$ cat config.mk
export PLATFORM = sky130hd
export DESIGN_NAME = gb_capture_ctrl
export DESIGN_NICKNAME = d
export VERILOG_FILES = /design/src/rtl/gbvga_pkg.sv /design/src/rtl/sync_edge.sv /design/src/rtl/gb_capture_ctrl.sv
export SDC_FILE = /design/constraint.sdc
export NUM_CORES = 1
export LEC_CHECK = 0
export CAP_MARGIN = 20
export CORE_MARGIN = 2
export CORE_UTILIZATION = 62
export DETAILED_ROUTE_END_ITERATION = 10
export PLACE_DENSITY_LB_ADDON = 0.12
export SYNTH_ARGS = -nofsm -noshare
export SYNTH_HDL_FRONTEND = slang
export SYNTH_HIERARCHICAL = 1
export SYNTH_SLANG_ARGS = --single-unit
$ cat constraint.sdc
create_clock -name clk -period 7.9 [get_ports clk]
set_clock_uncertainty 0.1 [all_clocks]
set_input_delay 0.79 -clock clk [delete_from_list [all_inputs] [get_ports clk]]
set_output_delay 0.79 -clock clk [all_outputs]
set_load 0.05 [all_outputs]
$ cat src/rtl/gbvga_pkg.sv
// Shared types and constants for the Game Boy capture path.
// Holds the FSM state type, GB frame geometry and bank-offset width.
package gbvga_pkg;

  typedef enum logic [1:0] {
    IDLE    = 2'd0,
    WAIT_VS = 2'd1,
    CAPTURE = 2'd2
  } cap_state_e;

  localparam int GB_H_PIX   = 160;
  localparam int GB_V_LINES = 144;

  // Smallest per-bank offset width holding one whole frame.
  localparam int GB_OFS_W = $clog2(GB_H_PIX * GB_V_LINES);

endpackage

$ cat src/rtl/sync_edge.sv
// Two-flop synchroniser with a registered rising-edge pulse.
// Ports: clk, rst_n, d_i (async level), rise_o (one-cycle pulse).
module sync_edge (
  input  logic clk,
  input  logic rst_n,
  input  logic d_i,
  output logic rise_o
);

  logic meta_q;
  logic sync_q;
  logic prev_q;
  logic rise_q;

  always_ff @(posedge clk or negedge rst_n) begin
    if (!rst_n) begin
      meta_q <= 1'b0;
      sync_q <= 1'b0;
      prev_q <= 1'b0;
      rise_q <= 1'b0;
    end else begin
      meta_q <= d_i;
      sync_q <= meta_q;
      prev_q <= sync_q;
      rise_q <= sync_q & ~prev_q;
    end
  end

  assign rise_o = rise_q;

endmodule

$ cat src/rtl/gb_capture_ctrl.sv
// Write-side controller of the dual-bank GB capture framebuffer.
// In: clk, rst_n, en, GB bus (idata/iclk/ihsync/ivsync). Out: wr_addr,
// wr_data, wr_en, rd_bank, frame_done, frame_err, capturing.
module gb_capture_ctrl
  import gbvga_pkg::*;
#(
  parameter int H_PIX   = GB_H_PIX,
  parameter int V_LINES = GB_V_LINES,
  parameter int OFS_W   = GB_OFS_W
) (
  input  logic             clk,
  input  logic             rst_n,
  input  logic             en,
  input  logic [1:0]       idata,
  input  logic             iclk,
  input  logic             ihsync,
  input  logic             ivsync,
  output logic [OFS_W:0]   wr_addr,
  output logic [1:0]       wr_data,
  output logic             wr_en,
  output logic             rd_bank,
  output logic             frame_done,
  output logic             frame_err,
  output logic             capturing
);

  localparam int PX_W = $clog2(H_PIX + 1);
  localparam int LN_W = $clog2(V_LINES + 1);

  localparam logic [PX_W-1:0]  PX_MAX  = PX_W'(H_PIX);
  localparam logic [LN_W-1:0]  LN_MAX  = LN_W'(V_LINES);
  localparam logic [LN_W-1:0]  LN_LAST = LN_W'(V_LINES - 1);
  localparam logic [OFS_W-1:0] STEP    = OFS_W'(H_PIX);

  logic ck_rise;
  logic hs_rise;
  logic vs_rise;

  sync_edge u_sync_ck (
    .clk    (clk),
    .rst_n  (rst_n),
    .d_i    (iclk),
    .rise_o (ck_rise)
  );

  sync_edge u_sync_hs (
    .clk    (clk),
    .rst_n  (rst_n),
    .d_i    (ihsync),
    .rise_o (hs_rise)
  );

  sync_edge u_sync_vs (
    .clk    (clk),
    .rst_n  (rst_n),
    .d_i    (ivsync),
    .rise_o (vs_rise)
  );

  // Data gets a third stage so it lines up with the registered
  // edge pulse of the iclk sample it belongs to.
  logic [1:0] d1_q;
  logic [1:0] d2_q;
  logic [1:0] d3_q;

  always_ff @(posedge clk or negedge rst_n) begin
    if (!rst_n) begin
      d1_q <= 2'b00;
      d2_q <= 2'b00;
      d3_q <= 2'b00;
    end else begin
      d1_q <= idata;
      d2_q <= d1_q;
      d3_q <= d2_q;
    end
  end

  cap_state_e state_q, state_d;

  logic [PX_W-1:0]  px_q, px_d;
  logic [LN_W-1:0]  line_q, line_d;
  logic [OFS_W-1:0] base_q, base_d;
  logic             bad_q, bad_d;
  logic             wbank_q, wbank_d;
  logic             rd_bank_q, rd_bank_d;
  logic             wr_en_q, wr_en_d;
  logic [OFS_W:0]   wr_addr_q, wr_addr_d;
  logic [1:0]       wr_data_q, wr_data_d;
  logic             done_q, done_d;
  logic             err_q, err_d;

  logic [PX_W-1:0]  px_n;
  logic [LN_W-1:0]  line_n;
  logic [OFS_W-1:0] base_n;
  logic             bad_n;
  logic             frame_ok;

  // Last line ended either by vsync directly or by a trailing hsync.
  assign frame_ok = !bad_q &&
                    ((line_q == LN_LAST && px_q == PX_MAX) ||
                     (line_q == LN_MAX && px_q == '0));

  always_ff @(posedge clk or negedge rst_n) begin
    if (!rst_n) begin
      state_q   <= IDLE;
      px_q      <= '0;
      line_q    <= '0;
      base_q    <= '0;
      bad_q     <= 1'b0;
      wbank_q   <= 1'b1;
      rd_bank_q <= 1'b0;
      wr_en_q   <= 1'b0;
      wr_addr_q <= '0;
      wr_data_q <= 2'b00;
      done_q    <= 1'b0;
      err_q     <= 1'b0;
    end else begin
      state_q   <= state_d;
      px_q      <= px_d;
      line_q    <= line_d;
      base_q    <= base_d;
      bad_q     <= bad_d;
      wbank_q   <= wbank_d;
      rd_bank_q <= rd_bank_d;
      wr_en_q   <= wr_en_d;
      wr_addr_q <= wr_addr_d;
      wr_data_q <= wr_data_d;
      done_q    <= done_d;
      err_q     <= err_d;
    end
  end

  always_comb begin
    state_d   = state_q;
    px_d      = px_q;
    line_d    = line_q;
    base_d    = base_q;
    bad_d     = bad_q;
    wbank_d   = wbank_q;
    rd_bank_d = rd_bank_q;
    wr_en_d   = 1'b0;
    wr_addr_d = wr_addr_q;
    wr_data_d = wr_data_q;
    done_d    = 1'b0;
    err_d     = 1'b0;
    px_n      = px_q;
    line_n    = line_q;
    base_n    = base_q;
    bad_n     = bad_q;

    if (!en) begin
      state_d = IDLE;
      px_d    = '0;
      line_d  = '0;
      base_d  = '0;
      bad_d   = 1'b0;
    end else begin
      unique case (state_q)
        IDLE: state_d = WAIT_VS;

        WAIT_VS: begin
          if (vs_rise) begin
            state_d = CAPTURE;
            px_d    = '0;
            line_d  = '0;
            base_d  = '0;
            bad_d   = 1'b0;
          end
        end

        CAPTURE: begin
          if (vs_rise) begin
            // vsync wins over any coincident pixel or hsync.
            px_d   = '0;
            line_d = '0;
            base_d = '0;
            bad_d  = 1'b0;
            if (frame_ok) begin
              done_d    = 1'b1;
              rd_bank_d = wbank_q;
              wbank_d   = ~wbank_q;
            end else begin
              err_d = 1'b1;
            end
          end else begin
            // hsync first so a coincident pixel lands on the new line.
            if (hs_rise && px_q != '0) begin
              if (px_q != PX_MAX) bad_n = 1'b1;
              if (line_q != LN_MAX) begin
                line_n = line_q + 1'b1;
                base_n = base_q + STEP;
              end
              px_n = '0;
            end
            if (ck_rise) begin
              if (px_n < PX_MAX && line_n < LN_MAX) begin
                wr_en_d   = 1'b1;
                wr_addr_d = {wbank_q, base_n + OFS_W'(px_n)};
                wr_data_d = d3_q;
                px_n      = px_n + 1'b1;
              end else begin
                bad_n = 1'b1;
              end
            end
            px_d   = px_n;
            line_d = line_n;
            base_d = base_n;
            bad_d  = bad_n;
          end
        end

        default: state_d = IDLE;
      endcase
    end
  end

  assign wr_en      = wr_en_q;
  assign wr_addr    = wr_addr_q;
  assign wr_data    = wr_data_q;
  assign rd_bank    = rd_bank_q;
  assign frame_done = done_q;
  assign frame_err  = err_q;
  assign capturing  = (state_q == CAPTURE);

endmodule
==> results by group <==
Status
  • Status: completed

Die
  • IO Pins: 31
  • Die width: 80.69 µm
  • Number of core rows: 27
  • Die area: 6510 µm²
  • Initial Util: 65.02%
  • Core Area: 5608 µm²
  • DIE HEIGHT: 80.69 µm

Drt
  • Vias: 2781
  • Drt drc: 0
  • Detailed router's first-iteration violation count: 297
  • First-pass DRT Iterations: 4
  • Remaining antenna violation count: 0
  • Vias per Instance: 6.153
  • Drt wl/cell: 16.40 µm
  • Drt total wl: 7.415 mm

Synth
  • Asr flop ratio synth: 100.0%
  • Syn. warnings: 6
  • Gate Count Post-Synth: 347
  • EDFF count, synth: 0
  • Mean Syn Cell Area: 10.51 µm²
  • FF+latch count, synth: 70
  • Synth top area cells: dfrtp_1 47%, o21ai_0 4.4%, mux2_4 3.3%, nor2_1 3.1%, nand2_1 3.0%
  • Most frequent cell after synthesis: dfrtp_1
  • Yosys top cell area share: 47.36%
  • Yosys cell types: 62
  • Mapped cell area: 3646 µm²
  • Sequential area share after synthesis: 48.08%
  • Synth top cells by count: 69 x dfrtp_1, 32 x o21ai_0, 30 x nor2_1, 29 x nand2_1, 13 x nand3_1
  • Synth Flop Type: dfrtp_1
  • Syn_nets: 363
  • Dominant cell type by area after synthesis: dfrtp_1

Placed design
  • Gp weighted congestion: 0.8812
  • Hpwl dp: 5.159 mm
  • PortBufs: 30

Timing
  • RSZ-0062 raised after global routing: no
  • Setup TNS: 0 ns
  • Final setup vio count: 0
  • Max Freq: 0.2589 GHz
  • Slew Viols, Final: 0
  • Period Utilization, post-route: 48.88%
  • Final worst path period need: 3.862 ns
  • Rel. slew slack: 43.88%
  • Tightest Pin Transition: 0.8418 ns
  • Final Hold Fails: 0

Cells and area
  • Diode count: 0
  • Area Growth Syn to Fin: 13.52%
  • Layout cell share with drive strength beyond 1: 12.89%
  • Final nets: 391

Run
  • Max Cap Viol: 0

Setup path
  • Critical path class: flip-flop to flip-flop
  • Crit path capture type: flip-flop
  • Slowest-stage cell, CP: a21o_1
  • Worst-path fanout max: 18
  • Data arrival, critical path: 4.02 ns
  • Type of origin of the critical path: flip-flop
  • Top cell by count, worst path: a21o_1
  • Crit path largest cell delay: 0.55 ns
  • CP Cell Sequence: nor4_4 -> a21o_1 -> nor2_1 -> nand2_1 -> nand2_1 -> ha_1 -> a21o_1 -> a21o_1 -> nor4b_1 -> o2bb2ai_1 -> o31a_1 -> o31ai_1
  • Crit path required time: 8.06 ns

Clock tree
  • Clk buf depth: 2
  • PostCTS Resize Cnt: 0
  • Setup repair bufs after CTS: 0
  • Clock Latency Late Sink: 0.35 ns
  • Root Driver: clkbuf_8
  • CTS Buf Count: 9
  • CTS tree: done
  • CTS H-tree depth: 3
  • Clock tree sinks: 70
  • Reg clk slew, reported paths: 0.08 ns
  • Hold buffer count at CTS: 0

GRT
  • M2 GR Usage: 39.42%
  • Busiest grt layer: met2
  • Vias in the first global route: 2596
  • Grt ovf: 0
  • Largest net degree at the start of global routing: 71
  • First-pass GRT wire length: 12.53 mm
  • GRT Util Overall: 25.69%
  • Initial antenna violation count: 0
  • Met1 usage: 34.54%
  • Met3 global-route usage: 5.506%

Pwr
  • Total power: 672.0 µW
  • Peak VDD IR: 0.0001514 V
  • Leak Pwr: 0.001761 µW
  • Power Density: 162.4 nW/µm²

Worst hold path
  • Worst Hold Class: flip-flop to flip-flop
critical path, delay by kind of cell (launching register included):
kind	cells	cell delay [ns]
AOI/OAI and AO/OA	6	1.56
and+or+nand+nor	5	1.30
DFF	1	0.49
adders and majority gates	1	0.34
cell families (layout without fill, tap and decap cells):
| kind of cell | Yosys count | count (layout) | share of synthesized area, % |
|---|---|---|---|
| DFF | 70 | 70 | 48.08 |
| and+or+nand+nor | 118 | 118 | 17.60 |
| AOI/OAI and AO/OA | 98 | 98 | 19.42 |
| buffers and inverters | 24 | 57 | 3.569 |
| other | 1 | 1 | 0.1029 |
| muxes | 14 | 14 | 5.113 |
| adders and majority gates | 8 | 8 | 2.745 |
| xor gates and xnor gates | 14 | 14 | 3.363 |
metrics by stage:
step	area, µm²	utilization (%)	cells	hold slack (ns)	setup slack, ns
finish	4139	73.81	452	0.2520	4.038
global route	4139	73.81	452	0.2615	3.636
CTS	4139	73.81	452	0.2553	4.057
detailed placement	3956	70.55	436	0.2373	4.170
global placement	3956	70.55	436	0.2318	4.360
floorplan	3646	-	347	0.2312	4.594
cells in the final DEF, fill, tap and decap left out, drive strengths merged, types with 8 or more instances in the layout:
cell           instances
a22o                   8
nor4                   9
dfrtp                 69
clkdlybuf4s50         29
nor3                   8
mux2                  13
inv                   10
nor2                  30
ha                     8
nor2b                  8
o21ai                 33
clkbuf                10
nand3                 13
nand2                 29
xnor2                 11
o31ai                 11
final cells by class:
type | count | area [µm²]
fillers | 419 | 1469
clock buffers | 10 | 137.6
repair buffers | 33 | 317.8
well taps | 72 | 90.09
flip-flops and latches | 70 | 1753
inverters | 8 | 32.53
multi-input cells | 253 | 1763
clock inverters | 6 | 45.04
sequential cells by signal, indices dropped and copies added, names as in the netlist, 2 cells and up:
signal,flops
wr_addr,16
base_q,10
line_q,8
px_q,8
d1_q,2
d2_q,2
d3_q,2
state_q,2
wr_data,2
worst paths after layout:
path	depth (start not counted)	to	from	slack, ns
max	12	wr_addr[13]$_DFFE_PN0P_	px_q[4]$_DFFE_PN0P_	4.04
max in group asynchronous	2	px_q[0]$_DFFE_PN0P_	rst_n	6.62
min in group asynchronous	2	base_q[14]$_DFFE_PN0P_	rst_n	0.52
min	0	u_sync_hs/sync_q$_DFF_PN0_	u_sync_hs/meta_q$_DFF_PN0_	0.25
min reg2reg	0	u_sync_hs/sync_q$_DFF_PN0_	u_sync_hs/meta_q$_DFF_PN0_	0.25
max reg2reg	12	wr_addr[13]$_DFFE_PN0P_	px_q[4]$_DFFE_PN0P_	4.04
report_power, final:
part	internal (µW)	total, µW	switching (µW)
Combinational	12.3	36.2	23.9
Sequential	365	369	4.37
Clock	124	267	143
metal layers:
metal | wire length (µm) | up-vias | part of all wire, %
li1 | - | 1331 | -
met4 | 161 | 0 | 2.2
met2 | 3577 | 60 | 48
met1 | 3399 | 1375 | 46
met3 | 276 | 15 | 3.7
met5 | 0 | - | 0
No activity file was read; power rests on OpenSTA's default activity.
